### src/rtl/hdmi_tx_formatter_if.sv
// Video-in / HDMI-out signal bundle for the HDMI transmit formatter.
// Purely combinational grouping; the formatter adds the pipeline latency.
// No handshake: one sample per clock in each direction, never stalled.
interface hdmi_tx_formatter_if;
    logic [31:0] vid_data;
    logic        vid_datavalid;
    logic        vid_h_sync;
    logic        vid_v_sync;
    logic        vid_f;
    logic        vid_h;
    logic        vid_v;
    logic [23:0] hdmi_d;
    logic        hdmi_de;
    logic        hdmi_hs;
    logic        hdmi_vs;

    // Video source side: drives the TFT stream, observes the HDMI pins.
    modport master (
        output vid_data, vid_datavalid, vid_h_sync, vid_v_sync, vid_f, vid_h, vid_v,
        input  hdmi_d, hdmi_de, hdmi_hs, hdmi_vs
    );

    // Formatter side: consumes the TFT stream, drives the HDMI pins.
    modport slave (
        input  vid_data, vid_datavalid, vid_h_sync, vid_v_sync, vid_f, vid_h, vid_v,
        output hdmi_d, hdmi_de, hdmi_hs, hdmi_vs
    );
endinterface

### src/rtl/hdmi_tx_formatter.sv
// TFT video to parallel HDMI pins: polarity fix, underflow blanking, geometry/lock/frame status.
// Latency: 2 cycles on RGB/DE/HS/VS; status updates 2 cycles after a vid_v_sync rise.
// Backpressure: none; one input sample is consumed every cycle.
module hdmi_tx_formatter #(
    parameter bit HS_POL = 1'b0,
    parameter bit VS_POL = 1'b0,
    parameter int CNT_W  = 12
) (
    input  logic               clk,
    input  logic               reset,
    hdmi_tx_formatter_if.slave bus,
    input  logic               underflow,
    input  logic               underflow_clr,
    output logic [CNT_W-1:0]   meas_h_active,
    output logic [CNT_W-1:0]   meas_v_active,
    output logic               meas_valid,
    output logic               lock,
    output logic [15:0]        frame_cnt,
    output logic               underflow_sticky
);

    typedef enum logic [1:0] {
        ST_IDLE   = 2'd0,
        ST_FIRST  = 2'd1,
        ST_CHECK  = 2'd2,
        ST_LOCKED = 2'd3
    } state_t;

    localparam logic [CNT_W-1:0] CNT_MAX = '1;

    // Alpha byte and field/blanking flags are accepted only for port compatibility.
    logic unused_inputs;
    assign unused_inputs = ^{bus.vid_data[31:24], bus.vid_f, bus.vid_h, bus.vid_v};

    // Pixel pipeline flops
    logic [23:0] s1_dat_q, s1_dat_d, out_dat_q, out_dat_d;
    logic        s1_de_q, s1_de_d, out_de_q, out_de_d;
    logic        s1_hs_q, s1_hs_d, out_hs_q, out_hs_d;
    logic        s1_vs_q, s1_vs_d, out_vs_q, out_vs_d;

    // Edge detection and measurement flops
    logic             vs_dly_q, vs_dly_d, vs_dly2_q, vs_dly2_d;
    logic             dv_dly_q, dv_dly_d;
    logic             vs_rise, dv_fall;
    logic [CNT_W-1:0] hcnt_q, hcnt_d, vcnt_q, vcnt_d, line_len_q, line_len_d;
    logic [CNT_W-1:0] meas_h_q, meas_h_d, meas_v_q, meas_v_d;
    logic             meas_valid_q, meas_valid_d;
    logic [15:0]      frame_cnt_q, frame_cnt_d;
    logic             blank_q, blank_d;
    logic             sticky_q, sticky_d;

    // Lock FSM
    state_t state_q, state_d;
    logic   capture, pair_match;

    // vs_rise lags vid_v_sync by one cycle through the registered copy; DE fall is seen on the first low cycle.
    assign vs_rise    = vs_dly_q & ~vs_dly2_q;
    assign dv_fall    = dv_dly_q & ~bus.vid_datavalid;
    assign pair_match = (line_len_q == meas_h_q) && (vcnt_q == meas_v_q);

    // Blank flag, sticky flag and edge-history next state; a new underflow beats any clear.
    always_comb begin
        vs_dly_d  = bus.vid_v_sync;
        vs_dly2_d = vs_dly_q;
        dv_dly_d  = bus.vid_datavalid;
        blank_d   = blank_q;
        if (underflow)    blank_d = 1'b1;
        else if (vs_rise) blank_d = 1'b0;
        sticky_d  = sticky_q;
        if (underflow)          sticky_d = 1'b1;
        else if (underflow_clr) sticky_d = 1'b0;
    end

    // Two-stage pixel pipeline; blanking applies to the sample of the cycle in which it is in force.
    always_comb begin
        s1_dat_d  = blank_d ? 24'h0 : bus.vid_data[23:0];
        s1_de_d   = bus.vid_datavalid;
        s1_hs_d   = bus.vid_h_sync;
        s1_vs_d   = bus.vid_v_sync;
        out_dat_d = s1_dat_q;
        out_de_d  = s1_de_q;
        out_hs_d  = HS_POL ? s1_hs_q : ~s1_hs_q;
        out_vs_d  = VS_POL ? s1_vs_q : ~s1_vs_q;
    end

    // Line/frame counters; vs_rise clears both counters and takes priority over a coincident DE fall.
    always_comb begin
        hcnt_d      = hcnt_q;
        vcnt_d      = vcnt_q;
        line_len_d  = line_len_q;
        frame_cnt_d = frame_cnt_q;
        if (bus.vid_datavalid && (hcnt_q != CNT_MAX)) hcnt_d = hcnt_q + 1'b1;
        if (dv_fall) begin
            line_len_d = hcnt_q;
            hcnt_d     = '0;
            if (vcnt_q != CNT_MAX) vcnt_d = vcnt_q + 1'b1;
        end
        if (vs_rise) begin
            hcnt_d      = '0;
            vcnt_d      = '0;
            frame_cnt_d = frame_cnt_q + 16'd1;
        end
    end

    // Lock FSM next state; an underflow after the discarded partial frame forces re-verification.
    always_comb begin
        state_d = state_q;
        case (state_q)
            ST_IDLE:   if (vs_rise) state_d = ST_FIRST;
            ST_FIRST:  if (vs_rise) state_d = ST_CHECK;
            ST_CHECK:  if (vs_rise && pair_match) state_d = ST_LOCKED;
            ST_LOCKED: if (vs_rise && !pair_match) state_d = ST_CHECK;
            default:   state_d = ST_IDLE;
        endcase
        if (underflow && (state_q != ST_IDLE)) state_d = ST_CHECK;
    end

    // Lock FSM outputs: every frame edge after the partial one captures geometry.
    always_comb begin
        capture      = vs_rise && (state_q != ST_IDLE);
        lock         = (state_q == ST_LOCKED);
        meas_h_d     = capture ? line_len_q : meas_h_q;
        meas_v_d     = capture ? vcnt_q : meas_v_q;
        meas_valid_d = meas_valid_q | capture;
    end

    // Lock FSM state register.
    always_ff @(posedge clk or posedge reset) begin
        if (reset) state_q <= ST_IDLE;
        else       state_q <= state_d;
    end

    // Pixel pipeline registers; syncs reset to their inactive output levels.
    always_ff @(posedge clk or posedge reset) begin
        if (reset) begin
            s1_dat_q  <= 24'h0;
            s1_de_q   <= 1'b0;
            s1_hs_q   <= 1'b0;
            s1_vs_q   <= 1'b0;
            out_dat_q <= 24'h0;
            out_de_q  <= 1'b0;
            out_hs_q  <= ~HS_POL;
            out_vs_q  <= ~VS_POL;
        end else begin
            s1_dat_q  <= s1_dat_d;
            s1_de_q   <= s1_de_d;
            s1_hs_q   <= s1_hs_d;
            s1_vs_q   <= s1_vs_d;
            out_dat_q <= out_dat_d;
            out_de_q  <= out_de_d;
            out_hs_q  <= out_hs_d;
            out_vs_q  <= out_vs_d;
        end
    end

    // Measurement, status and edge-history registers.
    always_ff @(posedge clk or posedge reset) begin
        if (reset) begin
            vs_dly_q     <= 1'b0;
            vs_dly2_q    <= 1'b0;
            dv_dly_q     <= 1'b0;
            hcnt_q       <= '0;
            vcnt_q       <= '0;
            line_len_q   <= '0;
            meas_h_q     <= '0;
            meas_v_q     <= '0;
            meas_valid_q <= 1'b0;
            frame_cnt_q  <= 16'h0;
            blank_q      <= 1'b0;
            sticky_q     <= 1'b0;
        end else begin
            vs_dly_q     <= vs_dly_d;
            vs_dly2_q    <= vs_dly2_d;
            dv_dly_q     <= dv_dly_d;
            hcnt_q       <= hcnt_d;
            vcnt_q       <= vcnt_d;
            line_len_q   <= line_len_d;
            meas_h_q     <= meas_h_d;
            meas_v_q     <= meas_v_d;
            meas_valid_q <= meas_valid_d;
            frame_cnt_q  <= frame_cnt_d;
            blank_q      <= blank_d;
            sticky_q     <= sticky_d;
        end
    end

    assign bus.hdmi_d       = out_dat_q;
    assign bus.hdmi_de      = out_de_q;
    assign bus.hdmi_hs      = out_hs_q;
    assign bus.hdmi_vs      = out_vs_q;
    assign meas_h_active    = meas_h_q;
    assign meas_v_active    = meas_v_q;
    assign meas_valid       = meas_valid_q;
    assign frame_cnt        = frame_cnt_q;
    assign underflow_sticky = sticky_q;

endmodule

### src/flat_wrapper.sv
// flat-port wrapper written by rule: the top's interface ports become plain ports
module hdmi_tx_formatter_flat 
#(
    parameter bit HS_POL = 1'b0,
    parameter bit VS_POL = 1'b0,
    parameter int CNT_W  = 12
)
  (clk, reset, underflow, underflow_clr, meas_h_active, meas_v_active, meas_valid, lock, frame_cnt, underflow_sticky, bus_vid_data, bus_vid_datavalid, bus_vid_h_sync, bus_vid_v_sync, bus_vid_f, bus_vid_h, bus_vid_v, bus_hdmi_d, bus_hdmi_de, bus_hdmi_hs, bus_hdmi_vs);
  hdmi_tx_formatter_if bus_i ();
  input  logic clk;
  input  logic reset;
  input  logic underflow;
  input  logic underflow_clr;
  output logic [CNT_W-1:0] meas_h_active;
  output logic [CNT_W-1:0] meas_v_active;
  output logic meas_valid;
  output logic lock;
  output logic [15:0] frame_cnt;
  output logic underflow_sticky;
  input wire logic [$bits(bus_i.vid_data)-1:0] bus_vid_data;
  input wire logic [$bits(bus_i.vid_datavalid)-1:0] bus_vid_datavalid;
  input wire logic [$bits(bus_i.vid_h_sync)-1:0] bus_vid_h_sync;
  input wire logic [$bits(bus_i.vid_v_sync)-1:0] bus_vid_v_sync;
  input wire logic [$bits(bus_i.vid_f)-1:0] bus_vid_f;
  input wire logic [$bits(bus_i.vid_h)-1:0] bus_vid_h;
  input wire logic [$bits(bus_i.vid_v)-1:0] bus_vid_v;
  output wire logic [$bits(bus_i.hdmi_d)-1:0] bus_hdmi_d;
  output wire logic [$bits(bus_i.hdmi_de)-1:0] bus_hdmi_de;
  output wire logic [$bits(bus_i.hdmi_hs)-1:0] bus_hdmi_hs;
  output wire logic [$bits(bus_i.hdmi_vs)-1:0] bus_hdmi_vs;
  assign bus_i.vid_data = bus_vid_data;
  assign bus_i.vid_datavalid = bus_vid_datavalid;
  assign bus_i.vid_h_sync = bus_vid_h_sync;
  assign bus_i.vid_v_sync = bus_vid_v_sync;
  assign bus_i.vid_f = bus_vid_f;
  assign bus_i.vid_h = bus_vid_h;
  assign bus_i.vid_v = bus_vid_v;
  assign bus_hdmi_d = bus_i.hdmi_d;
  assign bus_hdmi_de = bus_i.hdmi_de;
  assign bus_hdmi_hs = bus_i.hdmi_hs;
  assign bus_hdmi_vs = bus_i.hdmi_vs;
  hdmi_tx_formatter #(.HS_POL(HS_POL), .VS_POL(VS_POL), .CNT_W(CNT_W)) u_core (.clk(clk), .reset(reset), .bus(bus_i), .underflow(underflow), .underflow_clr(underflow_clr), .meas_h_active(meas_h_active), .meas_v_active(meas_v_active), .meas_valid(meas_valid), .lock(lock), .frame_cnt(frame_cnt), .underflow_sticky(underflow_sticky));
endmodule
### config.mk
export PLATFORM = sky130hd
export DESIGN_NAME = hdmi_tx_formatter_flat
export DESIGN_NICKNAME = d
export VERILOG_FILES = /design/src/rtl/hdmi_tx_formatter_if.sv /design/src/rtl/hdmi_tx_formatter.sv /design/src/flat_wrapper.sv
export SDC_FILE = /design/constraint.sdc
export NUM_CORES = 1
export LEC_CHECK = 0
export ABC_AREA = 1
export BUFFER_PORTS_ARGS = -buffer_cell sky130_fd_sc_hd__buf_2
export CAP_MARGIN = 25
export CORE_UTILIZATION = 48
export DETAILED_ROUTE_END_ITERATION = 10
export GPL_ROUTABILITY_DRIVEN = 0
export GPL_TIMING_DRIVEN = 0
export PLACE_DENSITY = 0.73
export SLEW_MARGIN = 40
export SYNTH_ARGS = -nofsm -noshare
export SYNTH_HDL_FRONTEND = slang
export SYNTH_SLANG_ARGS = --single-unit
### constraint.sdc
create_clock -name clk -period 5.5 [get_ports clk]
set_input_delay 0.825 -clock clk [delete_from_list [all_inputs] [get_ports clk]]
set_output_delay 0.825 -clock clk [all_outputs]
set_load 0.005 [all_outputs]
Word level (Yosys, flattened, before mapping) --
Index checks and enable logic that the tools add are counted.
Storage, ports and cells: register bits 136, word-level logic and storage cells 72, output and inout bits 70, bits of input ports 42
Cells by class: bitwise operators 7, add/subtract/negate cells 3, reductions and logical operators 15, equal/unequal tests 11, multiplexer cells 17
Operators with widths (number):
- two-way mux 12 bit | 6
- adder 12 x 1 -> 12 bit (second input constant) | 2
- equality test 12 bit | 2
- two-way mux 24 bit | 1
- inequality test 12 bit (second input constant) | 2
- adder 16 x 1 -> 16 bit (second input constant) | 1
- inequality test 3 x 1 -> 1 bit (second input constant) | 4
- two-way mux 2 bit | 5
- case mux 2 bit (4 select lines) | 1
- nonzero test 2 bit | 4
- logical AND 1 bit | 6
- equality test 2 bit (second input constant) | 2
- two-way mux 1 bit | 4
- NOT 1 bit | 4
- AND reduction 4 bit | 1
- nonzero test 3 bit | 1
- AND 1 bit | 2
- equality test 2 x 1 -> 1 bit (second input constant) | 1
- logical NOT 2 bit | 1
- AND reduction 2 bit | 1
- logical NOT 1 bit | 1
- OR 1 bit | 1

Longest topological paths before layout --
word-level depth 7, mapped depth 12, mapped depth without buffers 12

Worst setup path after synthesis --
OpenSTA, ideal clock, no wires.
path kind input-to-reg, start point input port bus_vid_datavalid, end point register u_core.vcnt_q[7], path buffers 1, stages 7, required time 5.378 ns, arrival time 1.589 ns, setup time 0.122 ns, slack 3.789 ns, cells stage by stage inv_1 -> nand2_1 -> nand2_2 -> nand2_2 -> buf_2 -> nor3_1 -> nor2_1
Between the ends: word-level cells in the longest chain between the ends 4
RTL lines:
- start, declared | RTL line flat_wrapper.sv:21 | input wire logic [$bits(bus_i.vid_datavalid)-1:0] bus_vid_datavalid;
- NOT 1 bit | RTL line hdmi_tx_formatter.sv:58 | assign dv_fall = dv_dly_q & ~bus.vid_datavalid;
- AND 1 bit | RTL line hdmi_tx_formatter.sv:58
- nonzero test 2 bit (no line)
- AND reduction 2 bit (no line)
- end signal, assigned | RTL line hdmi_tx_formatter.sv:176 | vcnt_q <= vcnt_d;
- end, declared | RTL line hdmi_tx_formatter.sv:45 | logic [CNT_W-1:0] hcnt_q, hcnt_d, vcnt_q, vcnt_d, line_len_q, line_len_d;
No other way between the ends. A chain may end at the register's enable or synchronous reset.

Worst setup path in the final report --
start point register u_core.state_q[0], end point output port lock
Between the ends: word-level cells in the longest chain between the ends 1
RTL lines:
- start, declared | RTL line hdmi_tx_formatter.sv:53 | state_t state_q, state_d;
- start signal, assigned | RTL line hdmi_tx_formatter.sv:130 | else state_q <= state_d;
- equality test 2 bit | RTL line hdmi_tx_formatter.sv:121 | lock = (state_q == ST_LOCKED);
- end, declared | RTL line flat_wrapper.sv:17 | output logic lock;
No other way between the ends.

==> reports/qor.txt <==
OUTCOME
------------------------------------------------------------------------------
Result of the run                                                 complete, but fails checks
Failing checks                                                    design-rule violations

PWR
------------------------------------------------------------------------------
Peak supply drop                                                      0.204 mV
Switching share of total power                                           23.8%
Clk pwr share                                                            48.5%
Pwr dens                                                           376 mW/mm^2
Design Power                                                           2.66 mW
Sw power                                                              0.634 mW
Comb pwr share                                                            9.4%
Leakage                                                                3.75 nW
P_int                                                                  2.03 mW
Sequential share of power                                                42.0%

FINISH
------------------------------------------------------------------------------
Final Util                                                               61.6%
Fillcell total                                                             922
Synth-to-Final Area Change                                               24.4%
Total Nets Final                                                           786
Register area                                                     0.00341 sq mm
Cell Count, Final, Fillers Out                                             897
Share of cells above drive strength 1                                    22.1%
Final cell area excluding filler cells                            0.00709 sq mm
Antenna diode count                                                          0
Footprint of the multi-input gates                                0.00183 sq mm

GLOBAL ROUTE
------------------------------------------------------------------------------
Global-route wire length before repair                                 20.6 mm
Initial antenna violation count                                              0
Total congestion overflow after global routing                               0
Global-route usage over all layers                                       21.4%
Via count of the first global-routing pass                               4,530
Pin count of the biggest net entering global routing                        86

ROUTING
------------------------------------------------------------------------------
Routed WL per cell                                                     13.5 um
Drt first-iter violations                                                  213
Pre-Repair DR Iteration Count                                                8
DRC Markers                                                                 12
Via count                                                                4,400
Final routed wirelength across all metal layers                        12.1 mm
Antenna-violating nets left                                                  0
Vias per cell                                                             4.91

SYNTH
------------------------------------------------------------------------------
Flip-flop and latch count after synthesis                                  136
Top post-synthesis cells by area                                  dfrtp_1, nand2_1, inv_1
Primary flip-flop cell chosen by synthesis mapping                     dfrtp_1
Most frequent cells after synthesis                               nand2_1, dfrtp_1, inv_1, nor2_1, o21ai_0
Cell taking the most area after synthesis                              dfrtp_1
Most common cell in the synthesized netlist                            nand2_1
Proportion of netlist area held by the largest area contributor          58.9%
Synth Net Count                                                            666
Mean instance size in the synthesized netlist                       9.17 sq um
Number of warnings issued by yosys                                           0
Register area share after synthesis                                      59.8%
Post-Synthesis Cell Area                                          0.00570 sq mm
Number of flops mapped to enable cells by yosys                              0
Count of mapped cells out of synthesis                                     621
Distinct cells, synth                                                       35
Async set-or-reset flop fraction in the synthesized netlist               100%

FLOORPLANNING
------------------------------------------------------------------------------
Height of the chip                                                      111 um
Die outline area                                                  0.0123 sq mm
Initial Util                                                             49.5%
Core outline area                                                 0.0115 sq mm
I/O pin cnt                                                                112
Die W                                                                   111 um
Floorplan row count                                                         39

WORST SETUP PATH
------------------------------------------------------------------------------
Critical Path Sink Type                                            output port
Max Fanout on Critical Path                                                  7
Kind of critical path                                               reg -> out
Startpoint of the most critical register-to-register path         u_core.state_q[0]
Capture point of the worst reg-to-reg path                        u_core.meas_v_active[11]
Crit path arrival time                                                 1.13 ns
Startpoint Class                                                          flop
Number of cell instances on the worst register-to-register path              6
Flop-to-flop setup slack                                               3.61 ns
Required time at the worst-slack endpoint                              4.68 ns

CLOCK TREE
------------------------------------------------------------------------------
Clock tree from TritonCTS                                                 done
CTS hold repair buffers                                                      0
Insertion delay to the later sink of the worst-skew pair               0.42 ns
Setup Fix Bufs, Post-CTS                                                     0
Post-cts gate resize count                                                   0
Clk sink count                                                             136
Reg clk slew, reported paths                                           0.06 ns
Maximum root-to-sink buffer count                                            2
Root cell of the clock tree                                          clkbuf_16
Clock buffer count from CTS                                                 17
CTS HTree Levels                                                             4

STA
------------------------------------------------------------------------------
Final hold slack                                                      0.345 ns
Worst Skew                                                          0.00722 ns
Setup_tns                                                                 0 ns
Worst Tran Pin Value                                                  0.532 ns
F_max                                                                  512 MHz
Max-slew violations                                                          0
Shortest clock period the worst path allows after layout               1.95 ns
Max_slew headroom                                                        64.5%
Unrepaired setup endpoints after global routing                          false
Hold violation count in the final report                                     0
Number of failing setup endpoints in the final timing report                 0
Smallest setup slack after layout                                      3.55 ns
Post-route clock period utilization                                      35.5%

PLACE
------------------------------------------------------------------------------
Pre-CTS setup slack                                                    3.40 ns
Input/output buffers                                                       100
Placed Cells                                                               865
Detailed Place HPWL                                                    8.25 mm
Cell area after placement                                         0.00641 sq mm

WORST HOLD PATH
------------------------------------------------------------------------------
Hold worst-path end                                               u_core.bus.hdmi_d[15]
Worst hold path type                                                reg -> reg
Min-Delay Startpoint                                              u_core.out_dat_d[15]
Hold path cells                                                              0

RUN
------------------------------------------------------------------------------
Max-cap viol count                                                           0

[cells by family (layout without fill, tap and decap cells)]
group / count (synthesis) / after routing / share of synthesized area, %
muxes: 2 / 2 / 0.395
AOI/OAI and AO/OA: 67 / 67 / 6.46
DFF: 136 / 136 / 59.8
buffers and inverters: 121 / 254 / 8.02
xor gates and xnor gates: 23 / 23 / 3.54
and+or+nand+nor: 269 / 269 / 21.2
adders and majority gates: 3 / 3 / 0.659
[routing by layer]
metal	track usage, %	wire length, um
met4	10.8	275
met2	36.1	5970
met3	5.41	641
met1	25.6	5200
met5	0	0
[sequential cells by signal (all words and copies together) (netlist names)]
name / count
u_core.meas_h_active: 12
u_core.bus.hdmi_d: 24
u_core.out_dat_d: 24
u_core.bus.hdmi_de: 1
u_core.bus.hdmi_vs: 1
u_core.s1_hs_q: 1
u_core.frame_cnt: 16
u_core.meas_valid: 1
u_core.out_de_d: 1
u_core.state_q: 2
u_core.vcnt_q: 12
u_core.hcnt_q: 12
u_core.underflow_sticky: 1
u_core.meas_v_active: 12
u_core.line_len_q: 12
u_core.s1_vs_q: 1
u_core.bus.hdmi_hs: 1
u_core.vs_dly2_q: 1
u_core.blank_q: 1
[layout make-up]
class	instances	share of cell area [%]
timing repair buffer	101	7.45
clock buffer	20	6.44
inverter	110	5.93
clock inverter	12	3.12
sequential	136	48.0
buffer	11	0.618
tap	143	2.52
multi-input combinational	364	25.9
[critical path, stage by stage, from the launching register on]
cell and delay [ns]:
dfrtp_1 0.45, nand2_1 0.08, inv_1 0.07, buf_2 0.11
[cell usage in the layout (no fill, tap or decap), types with 5 or more instances in the layout]
master / n
inv_2: 6
xor2_1: 18
o21ai_0: 47
nand2_1: 158
nand3_1: 13
inv_1: 103
buf_2: 102
clkbuf_1: 10
nor3_1: 10
dfrtp_1: 134
clkbuf_16: 17
nand2_2: 6
a21oi_1: 6
bufinv_16: 6
xnor2_1: 5
nor2_1: 57
nand4_1: 8
[worst max-delay path by stage]
stage	startpoint	to	depth (start not counted)
after floorplan	reset	u_core.blank_q	1
after global placement	reset	u_core.meas_h_active[3]	2
after detailed placement	bus_vid_datavalid	u_core.vcnt_q[3]	10
after CTS	u_core.state_q[0]	lock	3
after global routing	u_core.state_q[0]	u_core.meas_v_active[5]	6
final	u_core.state_q[0]	lock	3
[power by group through the flow]
stage / clock network [mW] / logic, mW / registers, mW
3_5_place_dp: 0 / 0.252 / 1.14
5_1_grt: 1.36 / 0.288 / 1.13
4_1_cts: 1.31 / 0.255 / 1.12
3_3_place_gp: 0 / 0.240 / 1.13
6_report: 1.29 / 0.251 / 1.12
2_1_floorplan: 0 / 0.151 / 1.13
(Power assumes the default switching activity.)
